## src/rtl/ysyx_22050078_pipectrl.sv

```systemverilog
// Pipeline hazard/stall controller: per-stage write enables and bubble/flush
// requests for a five-stage core with a multi-cycle MDU and a stalling LSU.
module ysyx_22050078_pipectrl #(
  parameter int CNT_W = 32
) (
  input  logic             clk,
  input  logic             rst_n,
  input  logic             i_ldhzd,
  input  logic             i_bru_jump,
  input  logic             i_ifu_valid,
  input  logic             i_mdu_start,
  input  logic             i_mdu_done,
  input  logic             i_lsu_req,
  input  logic             i_lsu_ready,
  output logic             o_pc_wen,
  output logic             o_ifid_wen,
  output logic             o_idex_wen,
  output logic             o_exls_wen,
  output logic             o_lswb_wen,
  output logic             o_ifid_flush,
  output logic             o_idex_bubble,
  output logic             o_exls_bubble,
  output logic             o_lswb_bubble,
  output logic [1:0]       o_state,
  output logic [CNT_W-1:0] o_stall_cnt
);

  typedef enum logic [1:0] {
    RUN     = 2'b00,
    EXWAIT  = 2'b01,
    MEMWAIT = 2'b10
  } state_e;

  state_e           state_r;
  state_e           state_nxt_s;
  logic             mdu_busy_r;
  logic             mdu_done_q_r;
  logic             busy_nxt_s;
  logic             done_nxt_s;
  logic             mem_stall_s;
  logic             done_any_s;
  logic [4:0]       wen_s;
  logic [3:0]       nop_s;
  logic [CNT_W-1:0] stall_cnt_r;

  assign mem_stall_s = i_lsu_req & ~i_lsu_ready;
  assign done_any_s  = mdu_done_q_r | i_mdu_done;

  // Next-state, MDU flag update and raw stage controls {pc,ifid,idex,exls,lswb}.
  always_comb begin
    state_nxt_s = state_r;
    busy_nxt_s  = mdu_busy_r;
    done_nxt_s  = mdu_done_q_r | (mdu_busy_r & i_mdu_done);
    wen_s       = 5'b00000;
    nop_s       = 4'b0000;
    if (mem_stall_s) begin
      // Only the LSU->WB register moves, and it takes a NOP.
      wen_s       = 5'b00001;
      nop_s       = 4'b0001;
      state_nxt_s = MEMWAIT;
    end else begin
      case (state_r)
        RUN: begin
          if (i_mdu_start) begin
            wen_s       = 5'b11111;
            state_nxt_s = EXWAIT;
            busy_nxt_s  = 1'b1;
            done_nxt_s  = 1'b0;
          end else if (i_ldhzd) begin
            wen_s = 5'b00111;
            nop_s = 4'b0100;
          end else if (i_bru_jump) begin
            wen_s = 5'b11111;
            nop_s = 4'b1000;
          end else if (!i_ifu_valid) begin
            wen_s = 5'b01111;
            nop_s = 4'b1000;
          end else begin
            wen_s = 5'b11111;
          end
        end
        EXWAIT: begin
          if (done_any_s) begin
            wen_s       = 5'b11111;
            state_nxt_s = RUN;
            busy_nxt_s  = 1'b0;
            done_nxt_s  = 1'b0;
          end else begin
            wen_s = 5'b00011;
            nop_s = 4'b0010;
          end
        end
        MEMWAIT: begin
          // Memory completed: resume whichever state the MDU status implies.
          if (mdu_busy_r && !done_any_s) begin
            wen_s       = 5'b00011;
            nop_s       = 4'b0010;
            state_nxt_s = EXWAIT;
          end else begin
            wen_s       = 5'b11111;
            state_nxt_s = RUN;
            busy_nxt_s  = 1'b0;
            done_nxt_s  = 1'b0;
          end
        end
        default: begin
          state_nxt_s = RUN;
          busy_nxt_s  = 1'b0;
          done_nxt_s  = 1'b0;
        end
      endcase
    end
  end

  // FSM state and MDU tracking flags.
  always_ff @(posedge clk or negedge rst_n) begin
    if (!rst_n) begin
      state_r      <= RUN;
      mdu_busy_r   <= 1'b0;
      mdu_done_q_r <= 1'b0;
    end else begin
      state_r      <= state_nxt_s;
      mdu_busy_r   <= busy_nxt_s;
      mdu_done_q_r <= done_nxt_s;
    end
  end

  // Stall performance counter; wraps naturally at all-ones.
  always_ff @(posedge clk or negedge rst_n) begin
    if (!rst_n) begin
      stall_cnt_r <= {CNT_W{1'b0}};
    end else if (!wen_s[4]) begin
      stall_cnt_r <= stall_cnt_r + CNT_W'(1);
    end else begin
      stall_cnt_r <= stall_cnt_r;
    end
  end

  assign o_pc_wen      = rst_n & wen_s[4];
  assign o_ifid_wen    = rst_n & wen_s[3];
  assign o_idex_wen    = rst_n & wen_s[2];
  assign o_exls_wen    = rst_n & wen_s[1];
  assign o_lswb_wen    = rst_n & wen_s[0];
  assign o_ifid_flush  = rst_n & nop_s[3];
  assign o_idex_bubble = rst_n & nop_s[2];
  assign o_exls_bubble = rst_n & nop_s[1];
  assign o_lswb_bubble = rst_n & nop_s[0];
  assign o_state       = state_r;
  assign o_stall_cnt   = stall_cnt_r;

endmodule

```

## config.mk

```make
export PLATFORM = sky130hd
export DESIGN_NAME = ysyx_22050078_pipectrl
export DESIGN_NICKNAME = d
export VERILOG_FILES = /design/src/rtl/ysyx_22050078_pipectrl.sv
export SDC_FILE = /design/constraint.sdc
export NUM_CORES = 1
export LEC_CHECK = 0
export BUFFER_PORTS_ARGS = -buffer_cell sky130_fd_sc_hd__clkbuf_2
export CORE_ASPECT_RATIO = 1.4
export CORE_MARGIN = 2
export CORE_UTILIZATION = 55
export CTS_CLUSTER_DIAMETER = 80
export CTS_CLUSTER_SIZE = 40
export DETAILED_ROUTE_END_ITERATION = 6
export PLACE_DENSITY = 0.83
export SLEW_MARGIN = 20
export SYNTH_ARGS = -nofsm -noshare
export SYNTH_HDL_FRONTEND = slang
export SYNTH_SLANG_ARGS = --single-unit
export TNS_END_PERCENT = 100
```

## constraint.sdc

```tcl
create_clock -name clk -period 3.94 [get_ports clk]
set_clock_uncertainty 0.1 [all_clocks]
set_input_delay 0.394 -clock clk [delete_from_list [all_inputs] [get_ports clk]]
set_output_delay 0.394 -clock clk [all_outputs]
set_load 0.02 [all_outputs]
```

==> results of run 1 <==
-- cell families (layout without fill, tap and decap cells) --
family | Yosys count | in the layout
AOI/OAI and AO/OA | 23 | 23
xor gates and xnor gates | 31 | 31
adders and majority gates | 1 | 1
buffers and inverters | 11 | 68
DFF | 36 | 36
muxes | 2 | 2
and+or+nand+nor | 69 | 69
-- cells in the final DEF, fill, tap and decap left out, drive strengths merged, types with 6 or more instances in the layout --
cell	n
dfrtp	36
nand4	9
nor3	9
inv	8
nand2	17
nand3	11
nor2	6
a21oi	8
clkbuf	57
xnor2	19
xor2	12
-- what timing repair did --
action | 4_1_cts | 5_1_grt
endpoints found under the hold margin | 17 | 0
gates resized for setup | 0 | 0
setup endpoints to repair | 0 | 0
hold buffers | 1 | 0
-- worst min-delay path by stage --
| stage | from | end | slack (ns) | cells past startpoint |
|---|---|---|---|---|
| 2_1_floorplan | rst_n | mdu_busy_r$_DFFE_PN0P_ | -0.002 | 0 |
| 3_3_place_gp | rst_n | o_stall_cnt[7]$_DFFE_PN0N_ | 0.26 | 1 |
| 3_5_place_dp | rst_n | o_stall_cnt[7]$_DFFE_PN0N_ | 0.26 | 1 |
| 4_1_cts | i_mdu_start | mdu_done_q_r$_DFF_PN0_ | 0.35 | 3 |
| 5_1_grt | i_mdu_start | mdu_done_q_r$_DFF_PN0_ | 0.36 | 3 |
| 6_report | i_mdu_start | mdu_done_q_r$_DFF_PN0_ | 0.36 | 3 |
-- final cells by class --
type                            count  area, µm²  area share, %
Sequential cell                    36        901           40.9
Multi-Input combinational cell    126        875           39.7
Timing Repair Buffer               53        273           12.4
Clock buffer                        6       72.6           3.29
Tap cell                           39       48.8           2.21
Inverter                            8       30.0           1.36
Clock inverter                      1       5.00          0.227
-- per-layer routing --
layer,vias up,track usage (%),part of all wire [%]
met5,-,0,0
met4,0,7.41,1.5
met3,9,5.97,5.5
met2,51,40.4,53
met1,742,31.2,40
li1,723,-,-
-- power groups by stage --
| stage | clock network [W] | logic [W] | registers [W] |
|---|---|---|---|
| after floorplan | 0 | 0.000146 | 0.000523 |
| after CTS | 0.000245 | 0.000287 | 0.000483 |
| after global placement | 0 | 0.000273 | 0.000488 |
| after global routing | 0.000265 | 0.000310 | 0.000492 |
| final | 0.000240 | 0.000282 | 0.000483 |
| after detailed placement | 0 | 0.000283 | 0.000489 |
-- worst register-to-register path, stage by stage, from the launching register on --
cell and delay [ns]:
dfrtp_1 0.50, nor3_2 0.37, a21oi_1 0.19, a21boi_2 0.44, nand4_1 0.21, xnor2_1 0.17
-- sequential cells by signal (all words and copies together), names as in the netlist --
name          flops
mdu_busy_r        1
o_state           2
mdu_done_q_r      1
o_stall_cnt      32
-- metrics by stage --
stage / cells / area [µm²]
global placement: 261 / 2120
floorplan: 173 / 1820
global route: 269 / 2200
finish: 269 / 2200
detailed placement: 261 / 2120
CTS: 269 / 2200
==> reports/summary.txt, run 1 <==
status: finished, final reports clean
routed vias/inst: 5.67
count of cell types in the netlist: 41
H-Tree Depth: 2
core area: 3150 µm²
share of power burned in registers: 48.1%
CP Launch Point: rst_n
Crit Path Max Fanout: 22
RSZ-0062 raised after global routing: false
Die Area: 3800 µm²
pwr dens: 456 nW/µm²
gr ovfl total: 0
largest family of logic cells by synthesized area: simple AND/OR/NAND/NOR gates
max cap viols: 0
Ant. Diodes: 0
DRT antenna net count: 0
post-route clock period utilization: 67.3%
Nets: 240
Synth Area in Adders: 0.686%
Yosys reg bits: 36
delay-heaviest family, CP: buffers and inverters
critical path, cell by cell: dlygate4sd3_1 > clkbuf_2 > buf_4 > nand3_1 > a21oi_1 > clkbuf_2
top cells by area, synth: dfrtp_1 49%, xnor2_1 9.1%, xor2_1 5.8%
hold crit path type: input port to register
fin crit period: 2.65 ns
Chip Height: 72.1 µm
top_reg_cell synth: dfrtp_1
Setup WS pre-CTS: 1.77 ns
WP data arrival: 2.16 ns
Post-CTS Setup Repair Bufs: 0
CTS Root Cell: clkbuf_8
DRC violations left: 0
Post-Synth Simple-Gate Area: 21.8%
critical path launch point type: input port
CP peak stage delay: 0.52 ns
DRT Pass-1 Iters: 4
WL final: 4110 µm
initial antenna violation count: 0
Leakage: 1.12 nW
clock tree from TritonCTS: built
Synth warnings: 0
Total Power: 0.00101 W
Logic pwr share: 28.0%
area grow syn2layout: 20.9%
cell mode on critical path: clkbuf_2
Worst Path Required: 3.45 ns
number of global-route vias before repair: 1463
crit end category: primary output
largest net degree at the start of global routing: 23
Post-synth EDFFs: 0
crit path buf inv count: 4
worst r2r dst: o_stall_cnt[14]$_DFFE_PN0N_
Setup crit end: o_pc_wen
Finished Core Util: 69.9%
WS Path Type: input port to primary output
clock share of power: 23.9%
fillers: 280
dpl hpwl: 3110 µm
net switching power: 0.000363 W
Routed wire per std cell: 15.3 µm
Synth async-reset ratio: 100%
RePlAce Congestion: 0.709
XOR/XNOR share of the synthesized area: 14.9%
max-slew violations: 0
1st-iter DRT viols: 46
synthesized area: 1820 µm²
syn avg cell area: 10.5 µm²
clk_lat worst skew: 0.29 ns
sequential share of the synthesized area: 49.4%
setup TNS: 0 ns
Max VDD drop: 341 µV
hold_ws: 0.355 ns
first-pass GRT wire length: 6800 µm
reg2reg setup slack: 1.83 ns
fin worst setup slack: 1.29 ns
cts bufs inserted: 5
Final setup viols: 0
die width: 52.7 µm
Boundary Pins: 52
top cell type's share of synthesized area: 49.4%
Post-Synthesis Cells: 173
most frequent cell after synthesis: dfrtp_1
clk buf depth: 2
area leader, netlist: dfrtp_1
Sw Ratio: 36.1%
Worst slew margin: 58.3%
Starting Density: 57.8%
# rows: 24
Reg2Reg Launch Point: o_state[0]$_DFFE_PN0P_
clk slew on worst S/H paths: 0.06 ns
gr usage total: 24.3%
Worst Tran Pin Value: 0.623 ns
clk sinks: 36
fmax: 377 MHz
Port Buffer Count: 51
ratio of cells with drive above 1 in the final layout: 30.0%
mux share of post-synthesis cell area: 1.24%
CP Depth: 6
Final Hold Fails: 0
Via Count: 1525
Syn Nets: 183
Synth Area in Compound Gates: 9.40%
Crit-path slowest cell: dlygate4sd3_1
P_int: 0.000642 W
synth cell count leaders: 36 x dfrtp_1, 19 x xnor2_1, 17 x nand2_1
reg2reg path depth: 5
Note: power is estimated with default switching activity, not from simulation.
==> run 2: changes to the inputs <==
--- a/config.mk
+++ b/config.mk
@@ -5,14 +5,15 @@
 export SDC_FILE = /design/constraint.sdc
 export NUM_CORES = 1
 export LEC_CHECK = 0
+export ABC_AREA = 1
 export BUFFER_PORTS_ARGS = -buffer_cell sky130_fd_sc_hd__clkbuf_2
 export CORE_ASPECT_RATIO = 1.4
 export CORE_MARGIN = 2
-export CORE_UTILIZATION = 55
+export CORE_UTILIZATION = 50
 export CTS_CLUSTER_DIAMETER = 80
 export CTS_CLUSTER_SIZE = 40
 export DETAILED_ROUTE_END_ITERATION = 6
-export PLACE_DENSITY = 0.83
+export PLACE_DENSITY = 0.76
 export SLEW_MARGIN = 20
 export SYNTH_ARGS = -nofsm -noshare
 export SYNTH_HDL_FRONTEND = slang
==> constraint.sdc (replaced) <==
create_clock -name clk -period 2.2 [get_ports clk]
set_clock_uncertainty 0.1 [all_clocks]
set_input_delay 0.22 -clock clk [delete_from_list [all_inputs] [get_ports clk]]
set_output_delay 0.22 -clock clk [all_outputs]
set_load 0.02 [all_outputs]
==> reports/summary.txt, run 2 <==
commonest non-fill, non-tap cell in the layout: nand2_1
count of cell types in the netlist: 23 (-44%)
top_reg_cell synth: dfrtp_1
Worst Tran Pin Value: 0.476 ns (-0.147 ns)
crit end category: primary output
fin worst setup slack: 0.172 ns (-1.12 ns)
WS Path Type: register to primary output
Design Area, Final: 2960 µm² (+34%)
Post-CTS Setup Repair Bufs: 0 (unchanged)
H-Tree Depth: 2 (unchanged)
critical path launch point type: register
Die Area: 5680 µm² (+50%)
most frequent cells in the layout: 171 x nand2_1, 56 x nor2_1, 51 x nand3_1, 51 x clkbuf_2, 36 x dfrtp_1
area grow syn2layout: 16.3%
clk buf depth: 2 (unchanged)
pwr dens: 700 nW/µm² (+54%)
RSZ-0062 raised after global routing: false
Largest register FFs: 32 (unchanged)
sequential share of the synthesized area: 35.4% (-14 points)
DRT antenna net count: 0 (unchanged)
Leakage: 1.54 nW (+38%)
core area: 4880 µm² (+55%)
Ant. Diodes: 0 (unchanged)
clk_lat worst skew: 0.30 ns (about the same)
WP data arrival: 1.71 ns (-0.45 ns)
Placed Area: 2840 µm² (+34%)
largest net degree at the start of global routing: 37 (+61%)
Top Metal Used: met4
Setup crit end: o_pc_wen
clock tree from TritonCTS: built
most frequent cell after synthesis: nand2_1
CP Launch Point: o_state[1]$_DFFE_PN0P_
worst r2r dst: o_stall_cnt[30]$_DFFE_PN0N_
syn avg cell area: 6.35 µm² (-40%)
cts bufs inserted: 5 (unchanged)
die width: 64.3 µm (+22%)
PostCTS Resize Cnt: 0 (unchanged)
Finished Core Util: 60.7% (-9.3 points)
synth cell count leaders: 171 x nand2_1, 56 x nor2_1, 51 x nand3_1
Max VDD drop: 547 µV (+60%)
Via Count: 2708 (+78%)
Synth warnings: 0 (unchanged)
DRC violations left: 0 (unchanged)
initial antenna violation count: 0 (unchanged)
CTS Root Cell: clkbuf_8
reg2reg setup slack: 0.43 ns (-1.40 ns)
Final Hold Fails: 0 (unchanged)
reg2reg path depth: 10 (+5)
Routed wire per std cell: 13.9 µm (-8.7%)
Setup WS pre-CTS: 0.429 ns (-1.34 ns)
Post-Synthesis Cells: 401 (+130%)
ratio of cells with drive above 1 in the final layout: 16.9% (-13 points)
RePlAce Congestion: 0.934 (+32%)
Boundary Pins: 52 (unchanged)
Chip Height: 88.4 µm (+23%)
fmax: 493 MHz
max-slew violations: 0 (unchanged)
clk slew on worst S/H paths: 0.07 ns (about the same)
met1 wire length: 2800 µm (+71%)
Worst slew margin: 68.3% (+10 points)
WL final: 7240 µm (+76%)
Hold-fix buffers, CTS: 1 (unchanged)
top cells by area, synth: dfrtp_1 35%, nand2_1 25%, nand3_1 10%
Worst Path Required: 1.88 ns (-1.57 ns)
post-route clock period utilization: 92.2%
area of the multi-input gates: 1440 µm² (+65%)
setup TNS: 0 ns (unchanged)
top cell type's share of synthesized area: 35.4% (-14 points)
# rows: 30 (+25%)
Final setup viols: 0 (unchanged)
met2 routed WL: 3790 µm (+74%)
gr usage total: 27.6% (+3.2 points)
status: finished, final reports clean
register area: 901 µm² (unchanged)
routed vias/inst: 5.21 (-8.1%)
first-pass GRT wire length: 11900 µm (+75%)
Starting Density: 52.2% (-5.7 points)
Crit Path Max Fanout: 18 (-18%)
Syn Nets: 411 (+120%)
clk sinks: 36 (unchanged)
Reg2Reg Launch Point: o_stall_cnt[0]$_DFFE_PN0N_
WL met3: 328 µm (+45%)
Port Buffer Count: 51 (unchanged)
dpl hpwl: 5590 µm (+80%)
hold crit path type: input port to register
fillers: 495 (+77%)
gr ovfl total: 0 (unchanged)
max cap viols: 0 (unchanged)
Yosys reg bits: 36 (unchanged)
fin crit period: 2.03 ns
synthesized area: 2540 µm² (+40%)
1st-iter DRT viols: 139 (+200%)
Nets: 465 (+94%)
DRT Pass-1 Iters: 5 (+1)
Synth async-reset ratio: 100% (unchanged)
Post-synth EDFFs: 0 (unchanged)
area leader, netlist: dfrtp_1
number of global-route vias before repair: 2556 (+75%)
-- run 2: worst min-delay path by stage --
stage | from | endpoint | slack [ns] | depth (start not counted)
after global routing | i_lsu_ready | o_state[1]$_DFFE_PN0P_ | 0.02 | 2
after global placement | rst_n | o_stall_cnt[27]$_DFFE_PN0N_ | 0.31 | 2
after CTS | i_lsu_ready | o_state[1]$_DFFE_PN0P_ | 0.02 | 2
final | i_lsu_ready | o_state[1]$_DFFE_PN0P_ | 0.02 | 2
after detailed placement | rst_n | o_stall_cnt[3]$_DFFE_PN0N_ | 0.31 | 2
after floorplan | rst_n | mdu_busy_r$_DFFE_PN0P_ | -0.18 | 0
-- run 2: critical path, stage by stage (launching register included) --
cell and delay, ns:
dfrtp_1 0.46, inv_1 0.08, nor2_1 0.17, o21ai_2 0.11
o211ai_2 0.10, nand2_4 0.17, nor2_1 0.13, clkbuf_2 0.18
-- run 2: metal layers --
| layer | up-vias | track usage (%) |
|---|---|---|
| met5 | - | 0 |
| met4 | 0 | 15.5 |
| met3 | 24 | 4.20 |
| met2 | 92 | 49.9 |
| met1 | 1247 | 30.9 |
| li1 | 1345 | - |
-- run 2: final cells by class --
| cell class | count | area share, % |
|---|---|---|
| Clock inverter | 2 | 1.18 |
| Timing Repair Buffer | 56 | 9.97 |
| Multi-Input combinational cell | 320 | 48.7 |
| Sequential cell | 36 | 30.4 |
| Tap cell | 64 | 2.70 |
| Inverter | 36 | 4.56 |
| Clock buffer | 6 | 2.45 |
-- run 2: logic make-up after synthesis --
family,share of synthesized area (%)
buf+inv,7.96
flops,35.4
fa+ha+maj,0.492
simple gates,48.5
xor+xnor,5.16
compound gates,2.51
-- run 2: power breakdown --
| group | total, W | internal [W] | switching, W |
|---|---|---|---|
| registers | 0.000832 | 0.000730 | 0.000102 |
| clock network | 0.000580 | 0.000336 | 0.000244 |
| logic | 0.000660 | 0.000200 | 0.000460 |
-- run 2: metrics by stage --
step / std cells / total power [W] / hold WS [ns]
2_1_floorplan: 401 / 0.00134 / -0.176
3_3_place_gp: 511 / 0.00150 / 0.314
3_5_place_dp: 511 / 0.00151 / 0.307
4_1_cts: 520 / 0.00208 / 0.0217
5_1_grt: 520 / 0.00219 / 0.0153
6_report: 520 / 0.00207 / 0.0227
==> run 3: changes to the inputs <==
--- a/config.mk
+++ b/config.mk
@@ -14,6 +14,7 @@
 export CTS_CLUSTER_SIZE = 40
 export DETAILED_ROUTE_END_ITERATION = 6
 export PLACE_DENSITY = 0.76
+export REMOVE_ABC_BUFFERS = 1
 export SLEW_MARGIN = 20
 export SYNTH_ARGS = -nofsm -noshare
 export SYNTH_HDL_FRONTEND = slang
==> reports/summary.txt, run 3 (synthesis gave the netlist of run 2 again) <==
CP peak stage delay: 0.46 ns (about the same)
post-route clock period utilization: 86.6% (-5.5 points)
Starting Density: 52.2% (unchanged)
DRT Pass-1 Iters: 4 (-1)
share of power burned in registers: 40.3% (about the same)
Nets: 465 (unchanged)
crit end category: primary output
max-slew violations: 0 (unchanged)
dpl cells: 511 (unchanged)
clock tree from TritonCTS: built
clk sinks: 36 (unchanged)
WP data arrival: 1.59 ns (-0.12 ns)
most frequent cells in the layout: 171 x nand2_1, 56 x nor2_1, 51 x nand3_1, 51 x clkbuf_2, 36 x dfrtp_1
net switching power: 0.000795 W (-1.4%)
Largest register FFs: 32 (unchanged)
Final Hold Fails: 0 (unchanged)
critical path, cell by cell: nor2_4 > nand2_1 > o211ai_2 > nand2_4 > nor2_1 > clkbuf_2
CTS Root Cell: clkbuf_8
clk slew on worst S/H paths: 0.07 ns (about the same)
Routed wire per std cell: 12.2 µm (-12%)
ratio of cells with drive above 1 in the final layout: 16.9% (unchanged)
1st-iter DRT viols: 104 (-25%)
status: finished, final reports clean
area grow syn2layout: 16.3% (unchanged)
clk_lat worst skew: 0.29 ns (about the same)
Crit-path slowest cell: dfrtp_1
gr ovfl total: 0 (unchanged)
Final setup viols: 0 (unchanged)
core area: 4880 µm² (unchanged)
Worst slew margin: 68.4% (+0.14 points)
Worst Path Required: 1.88 ns (about the same)
Post-CTS Setup Repair Bufs: 0 (unchanged)
PostCTS Resize Cnt: 0 (unchanged)
Boundary Pins: 52 (unchanged)
Worst Tran Pin Value: 0.474 ns (-0.00203 ns)
Port Buffer Count: 51 (unchanged)
Chip Height: 88.4 µm (unchanged)
pwr dens: 696 nW/µm² (-0.59%)
fin crit period: 1.91 ns (-0.121 ns)
H-Tree Depth: 2 (unchanged)
Crit Path Max Fanout: 5 (-13)
Sw Ratio: 38.6% (-0.32 points)
commonest non-fill, non-tap cell in the layout: nand2_1
WS Path Type: register to primary output
Ant. Diodes: 0 (unchanged)
Die Area: 5680 µm² (unchanged)
RePlAce Congestion: 0.931 (-0.32%)
Logic pwr share: 31.7% (-0.2 points)
DRT antenna net count: 0 (unchanged)
non-filler instance count after layout: 520 (unchanged)
gr usage total: 24.3% (-3.2 points)
P_int: 0.00127 W (about the same)
clock share of power: 28.0% (about the same)
hold crit path type: input port to register
WL final: 6350 µm (-12%)
Design Area, Final: 2960 µm² (unchanged)
largest net degree at the start of global routing: 37 (unchanged)
critical path launch point type: register
cts bufs inserted: 5 (unchanged)
max cap viols: 0 (unchanged)
Max VDD drop: 549 µV (+0.42%)
Via Count: 2635 (-2.7%)
initial antenna violation count: 0 (unchanged)
Placed Area: 2840 µm² (unchanged)
# rows: 30 (unchanged)
number of global-route vias before repair: 2494 (-2.4%)
Leakage: 1.54 nW (unchanged)
first-pass GRT wire length: 11000 µm (-8.1%)
dpl hpwl: 4900 µm (-12%)
die width: 64.3 µm (unchanged)
RSZ-0062 raised after global routing: false
DRC violations left: 0 (unchanged)
delay-heaviest family, CP: flip-flops
crit path buf inv count: 1 (-1)
clk buf depth: 2 (unchanged)
fmax: 525 MHz (+6.4%)
fillers: 500 (+1.0%)
routed vias/inst: 5.07 (-2.7%)
==> run 3: cell counts in the layout (fill, tap and decap cells not counted) <==
No cell type changed its count.
==> run 3: worst paths after layout <==
kind	from	end	slack, ns	cells after the start
min	i_lsu_ready	o_state[1]$_DFFE_PN0P_	0.02	2
max	o_state[0]$_DFFE_PN0P_	o_pc_wen	0.29	6
max in group asynchronous	rst_n	o_stall_cnt[31]$_DFFE_PN0N_	1.18	3
min in group asynchronous	rst_n	o_state[0]$_DFFE_PN0P_	0.49	3
max reg2reg	o_stall_cnt[0]$_DFFE_PN0N_	o_stall_cnt[30]$_DFFE_PN0N_	0.43	10
min reg2reg	mdu_done_q_r$_DFF_PN0_	mdu_done_q_r$_DFF_PN0_	0.45	2
==> run 3: layer usage <==
metal	part of all wire, %	wire length, µm	vias to the layer above	track usage (%)
li1	-	-	1350	-
met1	41	2580	1213	28.5
met2	54	3410	61	45.2
met3	3.1	198	11	2.42
met4	2.5	158	0	10.3
met5	0	0	-	0
==> run 3: power by group through the flow <==
stage | Sequential, W | Combinational [W] | Clock, W
2_1_floorplan | 0.000894 | 0.000377 | 0
3_3_place_gp | 0.000838 | 0.000643 | 0
3_5_place_dp | 0.000843 | 0.000655 | 0
4_1_cts | 0.000830 | 0.000661 | 0.000594
5_1_grt | 0.000845 | 0.000733 | 0.000612
6_report | 0.000830 | 0.000653 | 0.000577
==> run 3: area by class of cell <==
type | instances | area (µm²) | area share, %
Tap cell | 64 | 80.1 | 2.70
Multi-Input combinational cell | 320 | 1440 | 48.7
Sequential cell | 36 | 901 | 30.4
Inverter | 36 | 135 | 4.56
Clock buffer | 6 | 72.6 | 2.45
Clock inverter | 2 | 35.0 | 1.18
Timing Repair Buffer | 56 | 295 | 9.97
==> run 3: per-stage QoR <==
| step | utilization [%] | setup WS (ns) | hold slack, ns | power [W] | setup TNS (ns) |
|---|---|---|---|---|---|
| final | 60.7 | 0.294 | 0.0172 | 0.00206 | 0 |
| after global routing | 60.7 | 0.190 | 0.0476 | 0.00219 | 0 |
| after CTS | 60.7 | 0.290 | 0.0137 | 0.00208 | 0 |
| after detailed placement | 58.3 | 0.434 | 0.288 | 0.00150 | 0 |
| after global placement | 58.3 | 0.512 | 0.277 | 0.00148 | 0 |
| after floorplan | - | -0.330 | -0.176 | 0.00127 | -1.07 |
==> run 3: timing repair <==
action / CTS / global route
hold buffers: 1 / 0
endpoints found under the hold margin: 36 / 0
endpoints found under the setup margin: 0 / 0
